<file path="src/rtl/cube_loader.sv">
// cube_loader: processor-side feeder for the cube solver.
//
// Collects the scrambled cube state from 32-bit register writes into a
// shadow register, copies it onto a stable bus d when a solve is started,
// pulses run for one cycle, then waits for the solver's finish flag while
// counting cycles. The finishing step is latched; a solve that runs too
// long is flagged as a timeout.
//
// Ports:
//   clk, rst_n          clock, asynchronous active-low reset
//   wr_en/wr_idx/wr_data word write into the shadow register
//   start               request a solve (needs all words written)
//   clear               synchronous abort back to IDLE, clears status
//   solver_q            solver finish flag (level)
//   solver_step         solver's current step
//   d                   cube state to the solver, stable during a solve
//   run                 one-cycle start strobe to the solver
//   busy/done/timeout   status decoded from the state
//   word_mask           which shadow words have been written
//   wr_err              sticky: write attempted while busy
//   final_step          solver_step captured at finish
//   cycles              WAIT-state cycle count of the last/ongoing solve
module cube_loader #(
    parameter int                 WORD_W  = 32,
    parameter int                 DATA_W  = 120,
    parameter int                 NWORDS  = 4,
    parameter int                 CNT_W   = 24,
    parameter logic [CNT_W-1:0]   TIMEOUT = 24'hFFFFFF
) (
    input  logic              clk,
    input  logic              rst_n,
    input  logic              wr_en,
    input  logic [1:0]        wr_idx,
    input  logic [WORD_W-1:0] wr_data,
    input  logic              start,
    input  logic              clear,
    input  logic              solver_q,
    input  logic [3:0]        solver_step,
    output logic [DATA_W-1:0] d,
    output logic              run,
    output logic              busy,
    output logic              done,
    output logic              timeout,
    output logic [NWORDS-1:0] word_mask,
    output logic              wr_err,
    output logic [3:0]        final_step,
    output logic [CNT_W-1:0]  cycles
);

    typedef enum logic [2:0] {IDLE, RUN, WAIT, DONE, TOUT} state_t;

    // Last WAIT count value before the timeout edge.
    localparam logic [CNT_W-1:0] TMO_LAST = CNT_W'(TIMEOUT - 1);

    function automatic logic [CNT_W-1:0] sat_inc(input logic [CNT_W-1:0] v);
        return (&v) ? v : v + 1'b1;
    endfunction

    state_t                         state_q, state_d;
    logic [NWORDS-1:0][WORD_W-1:0]  shadow_q, shadow_d;
    logic [NWORDS-1:0]              mask_q, mask_d;
    logic                           err_q, err_d;
    logic [DATA_W-1:0]              d_q, d_d;
    logic [3:0]                     step_q, step_d;
    logic [CNT_W-1:0]               cyc_q, cyc_d;

    logic [NWORDS*WORD_W-1:0]       shadow_flat;
    logic                           unused_hi;

    assign shadow_flat = shadow_q;
    // Top bits of the last word are kept in the shadow but never reach d.
    assign unused_hi   = ^shadow_flat[NWORDS*WORD_W-1:DATA_W];

    assign busy       = (state_q == RUN) || (state_q == WAIT);
    assign run        = (state_q == RUN);
    assign done       = (state_q == DONE);
    assign timeout    = (state_q == TOUT);
    assign d          = d_q;
    assign word_mask  = mask_q;
    assign wr_err     = err_q;
    assign final_step = step_q;
    assign cycles     = cyc_q;

    always_ff @(posedge clk or negedge rst_n) begin
        if (!rst_n) begin
            state_q  <= IDLE;
            shadow_q <= '0;
            mask_q   <= '0;
            err_q    <= 1'b0;
            d_q      <= '0;
            step_q   <= '0;
            cyc_q    <= '0;
        end else begin
            state_q  <= state_d;
            shadow_q <= shadow_d;
            mask_q   <= mask_d;
            err_q    <= err_d;
            d_q      <= d_d;
            step_q   <= step_d;
            cyc_q    <= cyc_d;
        end
    end

    always_comb begin
        state_d  = state_q;
        shadow_d = shadow_q;
        mask_d   = mask_q;
        err_d    = err_q;
        d_d      = d_q;
        step_d   = step_q;
        cyc_d    = cyc_q;

        if (clear) begin
            // Abort wins over everything else; d and shadow are kept.
            state_d = IDLE;
            mask_d  = '0;
            err_d   = 1'b0;
            step_d  = '0;
            cyc_d   = '0;
        end else begin
            if (wr_en) begin
                if (busy) begin
                    err_d = 1'b1;
                end else begin
                    shadow_d[wr_idx] = wr_data;
                    mask_d[wr_idx]   = 1'b1;
                end
            end

            case (state_q)
                IDLE, DONE, TOUT: begin
                    // Uses the pre-write mask and shadow, so a same-cycle
                    // write lands in shadow but not in this solve.
                    if (start && (&mask_q)) begin
                        state_d = RUN;
                        d_d     = shadow_flat[DATA_W-1:0];
                        cyc_d   = '0;
                    end
                end
                RUN: state_d = WAIT;
                WAIT: begin
                    if (solver_q) begin
                        state_d = DONE;
                        step_d  = solver_step;
                    end else begin
                        cyc_d = sat_inc(cyc_q);
                        if (cyc_q == TMO_LAST) state_d = TOUT;
                    end
                end
                default: state_d = IDLE;
            endcase
        end
    end

endmodule

</file>
<file path="config.mk">
export PLATFORM = sky130hd
export DESIGN_NAME = cube_loader
export DESIGN_NICKNAME = d
export VERILOG_FILES = /design/src/rtl/cube_loader.sv
export SDC_FILE = /design/constraint.sdc
export NUM_CORES = 1
export LEC_CHECK = 0
export ABC_AREA = 0
export CAP_MARGIN = 0
export CORE_ASPECT_RATIO = 0.8
export CORE_MARGIN = 8
export CORE_UTILIZATION = 40
export DETAILED_ROUTE_END_ITERATION = 16
export PLACE_DENSITY = 0.66
export SETUP_SLACK_MARGIN = 0.15
export SYNTH_ARGS = -nofsm -noshare
export SYNTH_HDL_FRONTEND = slang
export SYNTH_SLANG_ARGS = --single-unit
</file>
<file path="constraint.sdc">
create_clock -name clk -period 1.95 [get_ports clk]
set_input_delay 0.2925 -clock clk [delete_from_list [all_inputs] [get_ports clk]]
set_output_delay 0.2925 -clock clk [all_outputs]
set_load 0.005 [all_outputs]
</file>
==> results.sh, run 1 <==
export IMPL_violations="setup timing"
export IMPL_cts_buffers_inserted=27
export IMPL_timing_rr_start="cycles[1]$_DFFE_PN0P_"
export IMPL_postRouteAntennaNets=0
export IMPL_crit_slowest_cell="or4_4"
export IMPL_setup_slack_ns=-0.0233
export IMPL_placed_cells=1354
export IMPL_syn_nets=787
export IMPL_crit_chain="ha_4, nand3_4, or4_4, o21ai_4, buf_6, nor3_2, a211o_1"
export IMPL_final_setup_skew_ns=0.00763
export IMPL_crit_family="simple AND/OR/NAND/NOR gates"
export IMPL_hold_viol=0
export IMPL_start_util=0.406
export IMPL_fin_nets=1130
export IMPL_top_level_ports=201
export IMPL_tightest_slew_ns=0.423
export IMPL_first_pass_iters=5
export IMPL_maxSlewViolCount=0
export IMPL_viasPerCell=5.16
export IMPL_clk_transition_reported_paths_ns=0.06
export IMPL_critPathLaunch="cycles[1]$_DFFE_PN0P_"
export IMPL_worstPathRequired_ns=2.36
export IMPL_cts_tree="done"
export IMPL_cts_root_buffer="clkbuf_16"
export IMPL_layout_drive_gt1_share=0.453
export IMPL_cts_sinks=276
export IMPL_synth_main_ff_cell="dfrtp_1"
export IMPL_p_leak_nw=8.22
export IMPL_drt_initial_drc_count=446
export IMPL_relSlewSlack=0.718
export IMPL_die_w_um=202
export IMPL_cts_max_path_buffers=3
export IMPL_finalNonFillerCells=1467
export IMPL_gp_congestion=0.831
export IMPL_async_flop_share=1.00
export IMPL_ctsHtreeMaxLevel=1
export IMPL_cp_num_buf_inv=1
export IMPL_rows=54
export IMPL_synthMuxAreaShare=0.251
export IMPL_wl_met1_mm=14.5
export IMPL_synthesis_area_mm2=0.0110
export IMPL_period_share=1.01
export IMPL_powerDensity_mw_per_mm2=973
export IMPL_synth_top_family_by_area="multiplexers"
export IMPL_maxUsedRoutingLayer="met5"
export IMPL_fin_crit_ns=1.97
export IMPL_area_delta_synth_final_pct=54.9
export IMPL_synth_seq_cells=276
export IMPL_dp_hpwl_mm=19.0
export IMPL_rsz0062_at_grt="yes"
export IMPL_maxCapViolCount=0
export IMPL_synthXorXnorAreaFrac=0.000793
export IMPL_design_area_mm2=0.0171
export IMPL_wl_per_cell_um=22.3
export IMPL_dpl_cell_area_mm2=0.0142
export IMPL_crit_type="register to register"
export IMPL_yosys_warnings=0
export IMPL_yosysUniqueCellTypes=57
export IMPL_core_area_mm2=0.0272
export IMPL_via_count=7569
export IMPL_die_area_mm2=0.0332
export IMPL_arrival_ns=2.38
export IMPL_portBuffers=200
export IMPL_synthAdderAreaFrac=0.00227
export IMPL_cp_start_kind="register"
export IMPL_synth_edff_count=0
export IMPL_fp_dieH_um=165
export IMPL_route_met2_wl_mm=15.2
export IMPL_whs_ns=0.283
export IMPL_power_total_mw=16.7
export IMPL_synth_cells=741
export IMPL_drt_wl_total_mm=32.7
export IMPL_antenna_found_initial=1
export IMPL_drc=0
export IMPL_synthSimpleGateAreaFrac=0.0560
export IMPL_status="complete, but fails checks"
export IMPL_grt_overflow=0
export IMPL_ir_drop_mv=0.811
export IMPL_preCtsSetupSlack_ns=-0.248
export IMPL_met3WireLength_mm=2.27
export IMPL_synth_compound_area_frac=0.0426
export IMPL_clock_latency_ns=0.52
export IMPL_grt_max_degree=67
export IMPL_grt_pass1_vias=7677
export IMPL_grt_use_total=0.171
export IMPL_hp_class="primary input to async pin"
export IMPL_diodes=0
export IMPL_critPathMaxStageDelay_ns=0.58
export IMPL_synth_seq_area_share=0.625
export IMPL_syn_avg_cell_area_um2=14.9
export IMPL_grt_pass1_wl_mm=45.6
export IMPL_crit_path_end_kind="register"
export IMPL_finalSetupViolCount=12
export IMPL_crit_fanout=4
export IMPL_clock_fmax_mhz=507
-- layer usage --
metal,vias to the layer above,global-route usage
li1,3364,-
met1,3949,0.231
met2,205,0.267
met3,49,0.0555
met4,2,0.0378
met5,-,0
-- where the power goes --
part / internal [mW] / total, mW / switching (mW) / leakage, nW
Clock: 3.30 / 5.48 / 2.19 / 0.457
Combinational: 2.32 / 3.44 / 1.12 / 4.15
Sequential: 7.01 / 7.73 / 0.716 / 3.62
Total: 12.6 / 16.7 / 4.03 / 8.22
-- logic make-up (layout without fill, tap and decap cells) --
family,after synthesis,count (layout)
AOI/OAI and AO/OA,63,63
DFF,276,276
buffers and inverters,49,411
and+or+nand+nor,104,104
muxes,246,246
adders and majority gates,2,2
xor gates and xnor gates,1,1
-- state kept, by name, summed over array words and instances (netlist names) --
name         flops
shadow_flat    120
cycles          24
final_step       4
d              120
wr_err           1
word_mask        4
state_q          3
-- cell type report --
class                      instances  area (um^2)
clock buffer                      37          773
multi-input combinational        416         4830
timing repair buffer             351         3920
clock inverter                    11          164
fill                            1993        10100
sequential                       276         6910
inverter                          12         47.5
tap                              364          455
-- worst paths after layout --
check / endpoint / slack [ns] / cells past startpoint
max: cycles[23]$_DFFE_PN0P_ / -0.02 / 7
min: shadow_flat[29]$_DFFE_PN0P_ / 0.28 / 2
max reg2reg: cycles[23]$_DFFE_PN0P_ / -0.02 / 7
min reg2reg: d[60]$_DFFE_PN0P_ / 0.50 / 1
max in group asynchronous: d[39]$_DFFE_PN0P_ / 0.96 / 3
min in group clk: final_step[2]$_DFFE_PN0P_ / 0.39 / 3
-- timing repair --
action / CTS / global route
resized for setup: 122 / 198
hold endpoints to repair: 42 / 0
hold buffers: 1 / 0
endpoints found under the setup margin: 260 / 273
pin swaps: 10 / 18
buffers inserted: 32 / 6
gates cloned: 5 / 21
-- cells in the final DEF, fill, tap and decap left out, types with 5 or more instances in the layout --
master	count
a21oi_1	9
a31oi_1	7
a31oi_4	6
and3_1	10
buf_12	22
buf_16	5
buf_4	72
buf_6	33
buf_8	5
clkbuf_16	43
clkbuf_8	6
clkdlybuf4s50_1	165
dfrtp_1	271
dfrtp_2	5
dlygate4sd2_1	24
dlymetal6s2s_1	6
inv_1	11
mux2_2	71
mux2_4	170
nand2_1	13
nand3_1	11
nand4_1	7
nor2_1	17
nor2_4	5
nor3_1	6
o21ai_1	5
-- per-stage QoR --
| stage | TNS (ns) | util |
|---|---|---|
| 6_report | -0.0472 | 0.628 |
| 3_3_place_gp | -29.76 | 0.522 |
| 3_5_place_dp | -28.91 | 0.522 |
| 2_1_floorplan | -0.0451 | - |
| 4_1_cts | -0.00829 | 0.583 |
| 5_1_grt | -2.51 | 0.628 |
-- synthesized netlist by cell type (all sizes together), types with 2 or more instances --
cell	number	area [um^2]
a211o	4	35.0
a211oi	2	15.0
a21oi	14	81.3
a221o	2	20.0
a31oi	13	106
a41oi	6	52.6
and3	10	62.6
buf	31	181
clkbuf	6	23.8
dfrtp	276	6910
ha	2	25.0
inv	12	45.0
mux2	241	2720
mux2i	5	50.1
nand2	15	56.3
nand2b	3	18.8
nand3	13	65.1
nand4	9	86.3
nor2	24	100
nor2b	2	12.5
nor3	10	55.1
nor4	4	40.0
nor4b	2	30.0
o211ai	2	20.0
o21a	3	22.5
o21ai	12	71.3
or2	2	12.5
or3	3	21.3
Power figures use the tool's default switching activity.
==> run 2, diff against run 1 <==
SLEW_MARGIN = 30   (was default)
==> results of run 2 <==
No change in the layout: final DEF, timing and power equal those of run 1.
